===== config.mk =====
export PLATFORM = sky130hd
export DESIGN_NAME = lsu_ctrl
export DESIGN_NICKNAME = d
export VERILOG_FILES = /design/src/rtl/lsu_ctrl.sv
export SDC_FILE = /design/constraint.sdc
export NUM_CORES = 1
export LEC_CHECK = 0
export CORE_UTILIZATION = 45
export CTS_BUF_LIST = sky130_fd_sc_hd__clkbuf_2 sky130_fd_sc_hd__clkbuf_4 sky130_fd_sc_hd__clkbuf_8
export CTS_CLUSTER_DIAMETER = 80
export CTS_CLUSTER_SIZE = 10
export DETAILED_ROUTE_END_ITERATION = 10
export PLACE_DENSITY = 0.76
export SKIP_LAST_GASP = 1
export SLEW_MARGIN = 20
export SYNTH_ARGS = -nofsm -noshare
export SYNTH_HDL_FRONTEND = slang
export SYNTH_SLANG_ARGS = --single-unit

===== constraint.sdc =====
create_clock -name clk -period 4.1 [get_ports clk]
set_clock_uncertainty 0.05 [all_clocks]
set_input_delay 0.615 -clock clk [delete_from_list [all_inputs] [get_ports clk]]
set_output_delay 0.615 -clock clk [all_outputs]
set_load 0.005 [all_outputs]

===== src/rtl/lsu_ctrl.sv =====
`default_nettype none
// ============================================================================
// lsu_ctrl : load/store unit controller with range/alignment checks and sub-word RMW
// Rev 1.0
// ============================================================================
module lsu_ctrl #(
  parameter int DATA_WIDTH = 32,
  parameter int ADDR_WIDTH = 32
) (
  input  logic                  clk,
  input  logic                  rst_n,
  input  logic                  req_valid,
  output logic                  req_ready,
  input  logic                  req_we,
  input  logic [1:0]            req_size,
  input  logic                  req_unsigned,
  input  logic [ADDR_WIDTH-1:0] req_addr,
  input  logic [DATA_WIDTH-1:0] req_wdata,
  output logic                  resp_valid,
  input  logic                  resp_ready,
  output logic [DATA_WIDTH-1:0] resp_rdata,
  output logic                  resp_err,
  output logic                  mem_wr_en,
  output logic [ADDR_WIDTH-1:0] mem_addr,
  output logic [DATA_WIDTH-1:0] mem_wr_data,
  input  logic [DATA_WIDTH-1:0] mem_rd_data
);

  localparam logic [2:0] c_IDLE   = 3'd0;
  localparam logic [2:0] c_LOAD   = 3'd1;
  localparam logic [2:0] c_RMW_RD = 3'd2;
  localparam logic [2:0] c_STORE  = 3'd3;
  localparam logic [2:0] c_RESP   = 3'd4;

  localparam logic [ADDR_WIDTH-1:0] c_ADDR_LO = ADDR_WIDTH'(32'h0200_0000);
  localparam logic [ADDR_WIDTH-1:0] c_ADDR_HI = ADDR_WIDTH'(32'h0200_1FFF);

  logic [2:0]            r_state;
  logic                  r_we;
  logic [1:0]            r_size;
  logic                  r_uns;
  logic [ADDR_WIDTH-1:0] r_addr;
  logic [DATA_WIDTH-1:0] r_wdata;
  logic [DATA_WIDTH-1:0] r_word;
  logic [DATA_WIDTH-1:0] r_rdata;
  logic                  r_err;

  logic                  w_req_err;
  logic                  w_mem_act;
  logic [7:0]            w_byte;
  logic [15:0]           w_half;
  logic [DATA_WIDTH-1:0] w_load;
  logic [DATA_WIDTH-1:0] w_merge;

  // Errors are decided from the live request so the error path skips memory entirely
  always_comb begin
    w_req_err = (req_addr < c_ADDR_LO) || (req_addr > c_ADDR_HI);
    case (req_size)
      2'b01:   if (req_addr[0]) w_req_err = 1'b1;
      2'b10:   if (req_addr[1:0] != 2'b00) w_req_err = 1'b1;
      2'b11:   w_req_err = 1'b1;
      default: ;
    endcase
  end

  always_comb begin
    w_byte = mem_rd_data[{r_addr[1:0], 3'b000} +: 8];
    w_half = mem_rd_data[{r_addr[1], 4'b0000} +: 16];
    case (r_size)
      2'b00:   w_load = {{(DATA_WIDTH-8){w_byte[7] & ~r_uns}}, w_byte};
      2'b01:   w_load = {{(DATA_WIDTH-16){w_half[15] & ~r_uns}}, w_half};
      default: w_load = mem_rd_data;
    endcase
  end

  always_comb begin
    w_merge = r_word;
    case (r_size)
      2'b00:   w_merge[{r_addr[1:0], 3'b000} +: 8] = r_wdata[7:0];
      2'b01:   w_merge[{r_addr[1], 4'b0000} +: 16] = r_wdata[15:0];
      default: w_merge = r_wdata;
    endcase
  end

  always_ff @(posedge clk or negedge rst_n) begin
    if (!rst_n) begin
      r_state <= c_IDLE;
      r_we    <= 1'b0;
      r_size  <= 2'b00;
      r_uns   <= 1'b0;
      r_addr  <= '0;
      r_wdata <= '0;
      r_word  <= '0;
      r_rdata <= '0;
      r_err   <= 1'b0;
    end else begin
      case (r_state)
        c_IDLE: begin
          if (req_valid) begin
            r_we    <= req_we;
            r_size  <= req_size;
            r_uns   <= req_unsigned;
            r_addr  <= req_addr;
            r_wdata <= req_wdata;
            r_word  <= '0;
            r_rdata <= '0;
            r_err   <= w_req_err;
            if (w_req_err)              r_state <= c_RESP;
            else if (!req_we)           r_state <= c_LOAD;
            else if (req_size == 2'b10) r_state <= c_STORE;
            else                        r_state <= c_RMW_RD;
          end
        end
        c_LOAD: begin
          r_rdata <= w_load;
          r_state <= c_RESP;
        end
        c_RMW_RD: begin
          r_word  <= mem_rd_data;
          r_state <= c_STORE;
        end
        c_STORE: r_state <= c_RESP;
        c_RESP:  if (resp_ready) r_state <= c_IDLE;
        default: r_state <= c_IDLE;
      endcase
    end
  end

  assign w_mem_act   = (r_state == c_LOAD) || (r_state == c_RMW_RD) || (r_state == c_STORE);
  assign req_ready   = (r_state == c_IDLE);
  assign resp_valid  = (r_state == c_RESP);
  assign resp_rdata  = resp_valid ? r_rdata : '0;
  assign resp_err    = resp_valid & r_err;
  assign mem_wr_en   = (r_state == c_STORE) & r_we;
  assign mem_addr    = w_mem_act ? {r_addr[ADDR_WIDTH-1:2], 2'b00} : '0;
  assign mem_wr_data = mem_wr_en ? w_merge : '0;

endmodule
`default_nettype wire

==> out/metrics.yaml, run 1 <==
sta:
  tightest_slew_ns: 0.833
  fin_crit_ns: 3.93
  slew_headroom_pct: 44.4
  setup_viol: 0
  rsz0062_at_grt: "no"
  fin_ws_ns: 0.170
  final.period_utilization_pct: 95.8
  hold_violations: 0
  fmax_ghz: 0.254
  whs_ns: 0.144
  setup_tns_ns: 0
  slew_viol_final: 0
setup_path:
  crit_path_start_kind: "flop"
  cp_max_fo: 10
  worstPathBufferInverterCount: 3
  critical_path_class: "reg2out"
  arrival_ns: 3.26
  cpPeakStageDelay_ns: 0.54
  end_kind: "output pin"
  cpMaxStageDelayCell: "clkdlybuf4s50_1"
  path_depth: 8
  path_cells: "clkinv_1 > ha_1 > nor4bb_1 > buf_4 > a221oi_1 > a211o_1 > a21oi_1 > clkdlybuf4s50_1"
  required_ns: 3.43
  cp_top_family: "buffers and inverters"
  r2r_cells: 4
floorplanning:
  io_pins: 204
  placementRows: 46
  start_util_pct: 45.9
  die_h_um: 129
  coreArea_um2: 15800
  die_area_um2: 16700
  die_w_um: 129
synth:
  synth_ff_type: "dfrtp_1"
  yosysMostFrequentCell: "nand2_1"
  syn_inst: 798
  yosys_warnings: 0
  ys_seq_elements: 136
  syn_area_um2: 7270
  synthTopCellsByCount: "233 x nand2_1, 136 x dfrtp_1, 45 x clkbuf_1"
  synth_area_leader_cell: "dfrtp_1"
  yosysUniqueCellTypes: 53
  synthTopCellsByArea: "dfrtp_1 47%, nand2_1 12%, a22o_1 5.2%"
  netlist.area_leader.share_pct: 46.8
  async_reset_ff_share_pct: 100
  synth_edf_count: 0
  ys_seq_area_share_pct: 46.8
  postSynthAreaPerCell_um2: 9.11
power:
  power.clock.fraction_pct: 17.8
  p_seq_share_pct: 38.8
  swShare_pct: 40.7
  ir_drop_uv: 314
  power_density_nw_per_um2: 655
  combPwrFrac_pct: 43.4
  p_leak_uw: 0.00448
  p_int_uw: 3820
  power_switching_uw: 2630
route:
  antenna_left: 0
  wl_per_cell_um: 18.6
  wl_um: 22300
  drcViolationCount: 0
  drt-pass1-iter-count: 9
  routed-via-count: 6779
  first_iter_violations: 547
  viasPerCell: 5.64
layout:
  seq_area_um2: 3400
  syn2layout_area_growth_pct: 35.4
  final_nets: 1085
  num_antenna_cells: 0
  nFillCells: 1406
  final_util_pct: 62.2
  drive_above_1_share_pct: 7.61
  multi_input_area_um2: 3560
clock_network:
  cts_tree: "built"
  cts.sinks: 136
  clock_tree.htree_level_count: 4
  post-cts-setup-buffer-count: 0
  cts-root-buf: "clkbuf_8"
  clk_path_buf_depth: 2
  cts_resized: 0
  insertion_delay_ns: 0.46
  cts_inserted_buffers: 17
  cts.clk_slew.worst_paths_ns: 0.07
  cts-hold-fix-buffers: 0
run:
  maxCapViolations: 0
grt:
  grt_use_total_pct: 27.7
  grt.overflow.total: 0
  grt_pass1_vias: 6462
  antenna_found_initial: 0
  grt_pass1_wl_um: 35200
  grt_start_max_net_pins: 84
place:
  port_buffers: 201
  dp_hpwl_um: 15900
  place_ws_ns: 0.679
  place_congestion: 0.922
outcome:
  status: "completed"
worst_hold_path:
  hold_class: "in2async"
[power groups by stage]
stage | Combinational [uW] | Sequential [uW] | Clock (uW)
finish | 2800 | 2500 | 1150
global route | 3090 | 2570 | 1230
CTS | 2800 | 2480 | 1160
detailed placement | 2780 | 2490 | 0
global placement | 2720 | 2480 | 0
floorplan | 2000 | 2250 | 0
[placed cells by master (no fill, tap or decap), types with 10 or more instances in the layout]
| master | netlist | routed |
|---|---|---|
| nor3_1 | 12 | 12 |
| o21ai_0 | 23 | 23 |
| a22o_1 | 43 | 43 |
| buf_4 | 3 | 18 |
| inv_1 | 12 | 12 |
| clkbuf_8 | 0 | 17 |
| dfrtp_1 | 136 | 136 |
| a221o_1 | 10 | 10 |
| nor2_1 | 14 | 13 |
| a21oi_1 | 25 | 25 |
| a211o_1 | 16 | 16 |
| and2_1 | 33 | 32 |
| nand2_1 | 233 | 233 |
| clkdlybuf4s50_1 | 0 | 200 |
| mux2i_1 | 24 | 24 |
| o22ai_1 | 14 | 14 |
| a221oi_1 | 24 | 24 |
| and3_1 | 34 | 34 |
[sequential cells by signal, indices dropped and copies added (netlist names)]
register	count
r_err	1
r_addr	32
r_uns	1
r_rdata	32
r_word	32
r_size	2
r_state	3
r_wdata	32
r_we	1
[logic make-up (layout without fill, tap and decap cells)]
| kind of cell | Yosys count | in the layout | share of synthesized area, % |
|---|---|---|---|
| AOI/OAI and AO/OA | 196 | 196 | 21.1 |
| adders and majority gates | 8 | 8 | 1.38 |
| buffers and inverters | 77 | 264 | 4.54 |
| DFF | 136 | 136 | 46.8 |
| muxes | 26 | 26 | 3.77 |
| other | 1 | 2 | 0.0516 |
| and+or+nand+nor | 354 | 354 | 22.3 |
[layout make-up]
cell class                 count  area share (%)
clock buffer                  20            2.61
clock inverter                12            1.55
inverter                      13           0.496
multi-input combinational    586            36.2
sequential                   136            34.6
tap                          216            2.75
timing repair buffer         219            21.8
[worst reg2reg max path, cell delays in order (launching register included)]
cell and delay [ns]:
dfrtp_1 0.51, or4b_2 1.11, buf_4 0.43, nand2_1 0.11, o21ai_0 0.07
[routing by layer]
layer  part of all wire, %  wire, um  up-vias  global-route usage [%]
li1                      -         -     3204                       -
met4                   2.6       585        0                    10.4
met1                    42      9490     3200                    37.4
met5                     0         0        -                       0
met2                    45     10000      333                    42.0
met3                    10      2230       42                    8.42
[worst paths after layout]
check	start	to	slack, ns
max in group asynchronous	rst_n	r_wdata[17]	2.95
hold / removal	rst_n	r_rdata[2]	0.14
setup / recovery	r_addr[1]	mem_wr_data[31]	0.17
setup reg to reg	r_state[2]	r_size[0]	1.68
hold reg to reg	r_addr[4]	r_addr[4]	0.42
min in group clk	r_addr[4]	r_addr[4]	0.42
[through the flow]
stage	instance area [um^2]	std cells	power, uW
2_1_floorplan	7270	799	4250
3_3_place_gp	9420	1170	5200
3_5_place_dp	9420	1170	5270
4_1_cts	9830	1202	6440
5_1_grt	9840	1202	6890
6_report	9840	1202	6450
(Power assumes the default switching activity.)
==> run 2: changes to the inputs <==
CORE_UTILIZATION = 30   (was 45)
PLACE_DENSITY = 0.54   (was 0.76)
==> run 2 against run 1 <==
Clock power grew 20%. Utilization shrank 19 points. Sequential share of layout area fell by 0.86 points. Final cell count increased by 8.8%. First-iteration DRC count down 25%. Combinational power up 2%. Worst setup slack lost 0.059 ns. Global-route usage decreased by 6.6 points.
==> out/metrics.yaml, run 2 (synthesis gave the netlist of run 1 again) <==
clock_network:
  cts_inserted_buffers: 17
  insertion_delay_ns: 0.45
  post-cts-setup-buffer-count: 0
  cts.clk_slew.worst_paths_ns: 0.08
  cts_tree: "built"
  clock_tree.htree_level_count: 4
  cts.sinks: 136
  cts-root-buf: "clkbuf_8"
  clk_path_buf_depth: 2
setup_path:
  crit_path_start_kind: "flop"
  cpPeakStageDelay_ns: 0.57
  cp_max_fo: 10
  cpMaxStageDelayCell: "dfrtp_1"
  end_kind: "output pin"
  r2r_end: "r_word[27]"
  required_ns: 3.43
  reg2reg_from: "r_state[2]"
  r2r_cells: 5
  arrival_ns: 3.32
  path_cells: "inv_1 > ha_1 > nor4bb_2 > buf_4 > a221oi_1 > a211o_1 > a21oi_1 > clkdlybuf4s50_1"
  reg2reg_slack_ns: 1.66
  critical_path_class: "reg2out"
grt:
  grt_pass1_wl_um: 39800
  antenna_found_initial: 0
  grt_start_max_net_pins: 104
  grt_pass1_vias: 6643
  grt_use_total_pct: 21.1
  grt.overflow.total: 0
floorplanning:
  die_h_um: 158
  coreArea_um2: 23600
  die_w_um: 158
  die_area_um2: 24900
  io_pins: 204
  start_util_pct: 30.8
  placementRows: 56
layout:
  fin_area_um2: 10100
  final_util_pct: 42.7
  syn2layout_area_growth_pct: 38.8
  fin_cells: 1308
  final_nets: 1089
  drive_above_1_share_pct: 7.89
  num_antenna_cells: 0
  layout_commonest_cell: "nand2_1"
  final_cell_mix: "233 x nand2_1, 200 x clkdlybuf4s50_1, 136 x dfrtp_1"
route:
  wl_per_cell_um: 19.6
  wl_um: 25600
  viasPerCell: 5.15
  antenna_left: 0
  drt-pass1-iter-count: 6
  first_iter_violations: 411
  routed-via-count: 6736
  drcViolationCount: 0
place:
  place_area_um2: 9570
  port_buffers: 201
  dp_hpwl_um: 18100
  place_inst: 1275
  place_congestion: 0.864
sta:
  fmax_ghz: 0.251
  slew_headroom_pct: 31.8
  tightest_slew_ns: 1.02
  fin_crit_ns: 3.99
  slew_viol_final: 0
  hold_violations: 0
  rsz0062_at_grt: "no"
  setup_viol: 0
  final.period_utilization_pct: 97.3
  setup_tns_ns: 0
worst_hold_path:
  min-delay-start: "r_addr[9]"
  whs_endpoint: "r_addr[9]"
  holdPathStages: 2
  hold_class: "reg2reg"
outcome:
  status: "completed"
power:
  power_density_nw_per_um2: 667
  p_leak_uw: 0.00455
  ir_drop_uv: 269
run:
  maxCapViolations: 0
## run 2: cell count changes in the layout (fill, tap and decap cells not counted)
cell           change
clkinv_4           +1
nor4bb_1           -1
clkinvlp_4         -3
buf_4              +2
o21ai_2            +1
inv_6              +3
clkbuf_4           -3
clkinv_2           -2
bufinv_16          +3
dlygate4sd3_1      +1
o21ai_4            -1
buf_16             +1
nor4bb_2           +1
## run 2: worst max-delay path by stage
stage               startpoint               to  cells past startpoint
global placement     r_addr[0]  mem_wr_data[30]                      8
global route         r_addr[0]  mem_wr_data[27]                      8
CTS                  r_addr[0]  mem_wr_data[24]                      8
floorplan            r_addr[1]  mem_wr_data[30]                      8
finish               r_addr[0]  mem_wr_data[24]                      8
detailed placement   r_addr[0]  mem_wr_data[30]                      8
## run 2: through the flow
| step | worst slack, ns | power, uW | hold WS (ns) |
|---|---|---|---|
| 2_1_floorplan | 1.24 | 4250 | 0.269 |
| 3_3_place_gp | 0.657 | 5320 | 0.399 |
| 3_5_place_dp | 0.569 | 5370 | 0.405 |
| 4_1_cts | 0.0572 | 6760 | 0.298 |
| 5_1_grt | 0.00935 | 7240 | 0.448 |
| 6_report | 0.111 | 6730 | 0.424 |
## run 2: worst max-delay path, delay by kind of cell (launching register included)
| family | cells | cell delay (ns) |
|---|---|---|
| AND/OR/NAND/NOR | 1 | 0.46 |
| buffers and inverters | 3 | 0.94 |
| adder cells (fa/ha/maj) | 1 | 0.38 |
| flip-flops | 1 | 0.57 |
| AO/OA/AOI/OAI | 3 | 0.53 |
## run 2: power breakdown
part	switching, uW	internal [uW]	total (uW)
combinational	1570	1290	2860
clock	591	790	1380
sequential	567	1930	2500
total	2730	4010	6730
## run 2: what timing repair did
action	CTS	global route
hold buffers	0	1
hold endpoints to repair	0	27
resized for setup	0	1
setup endpoints to repair	0	6
## run 2: final cells by class
type | instances | area [um^2]
Fill cell | 2384 | 13500
Clock inverter | 14 | 245
Sequential cell | 136 | 3400
Inverter | 13 | 48.8
Timing Repair Buffer | 223 | 2200
Multi-Input combinational cell | 586 | 3560
Clock buffer | 17 | 234
Tap cell | 319 | 399
## run 2: metal layers
layer	vias up	track usage, %	routed length (um)
li1	3208	-	-
met1	3241	29.0	11700
met2	259	31.7	11300
met3	28	6.38	2230
met4	0	6.33	374
met5	-	0	0
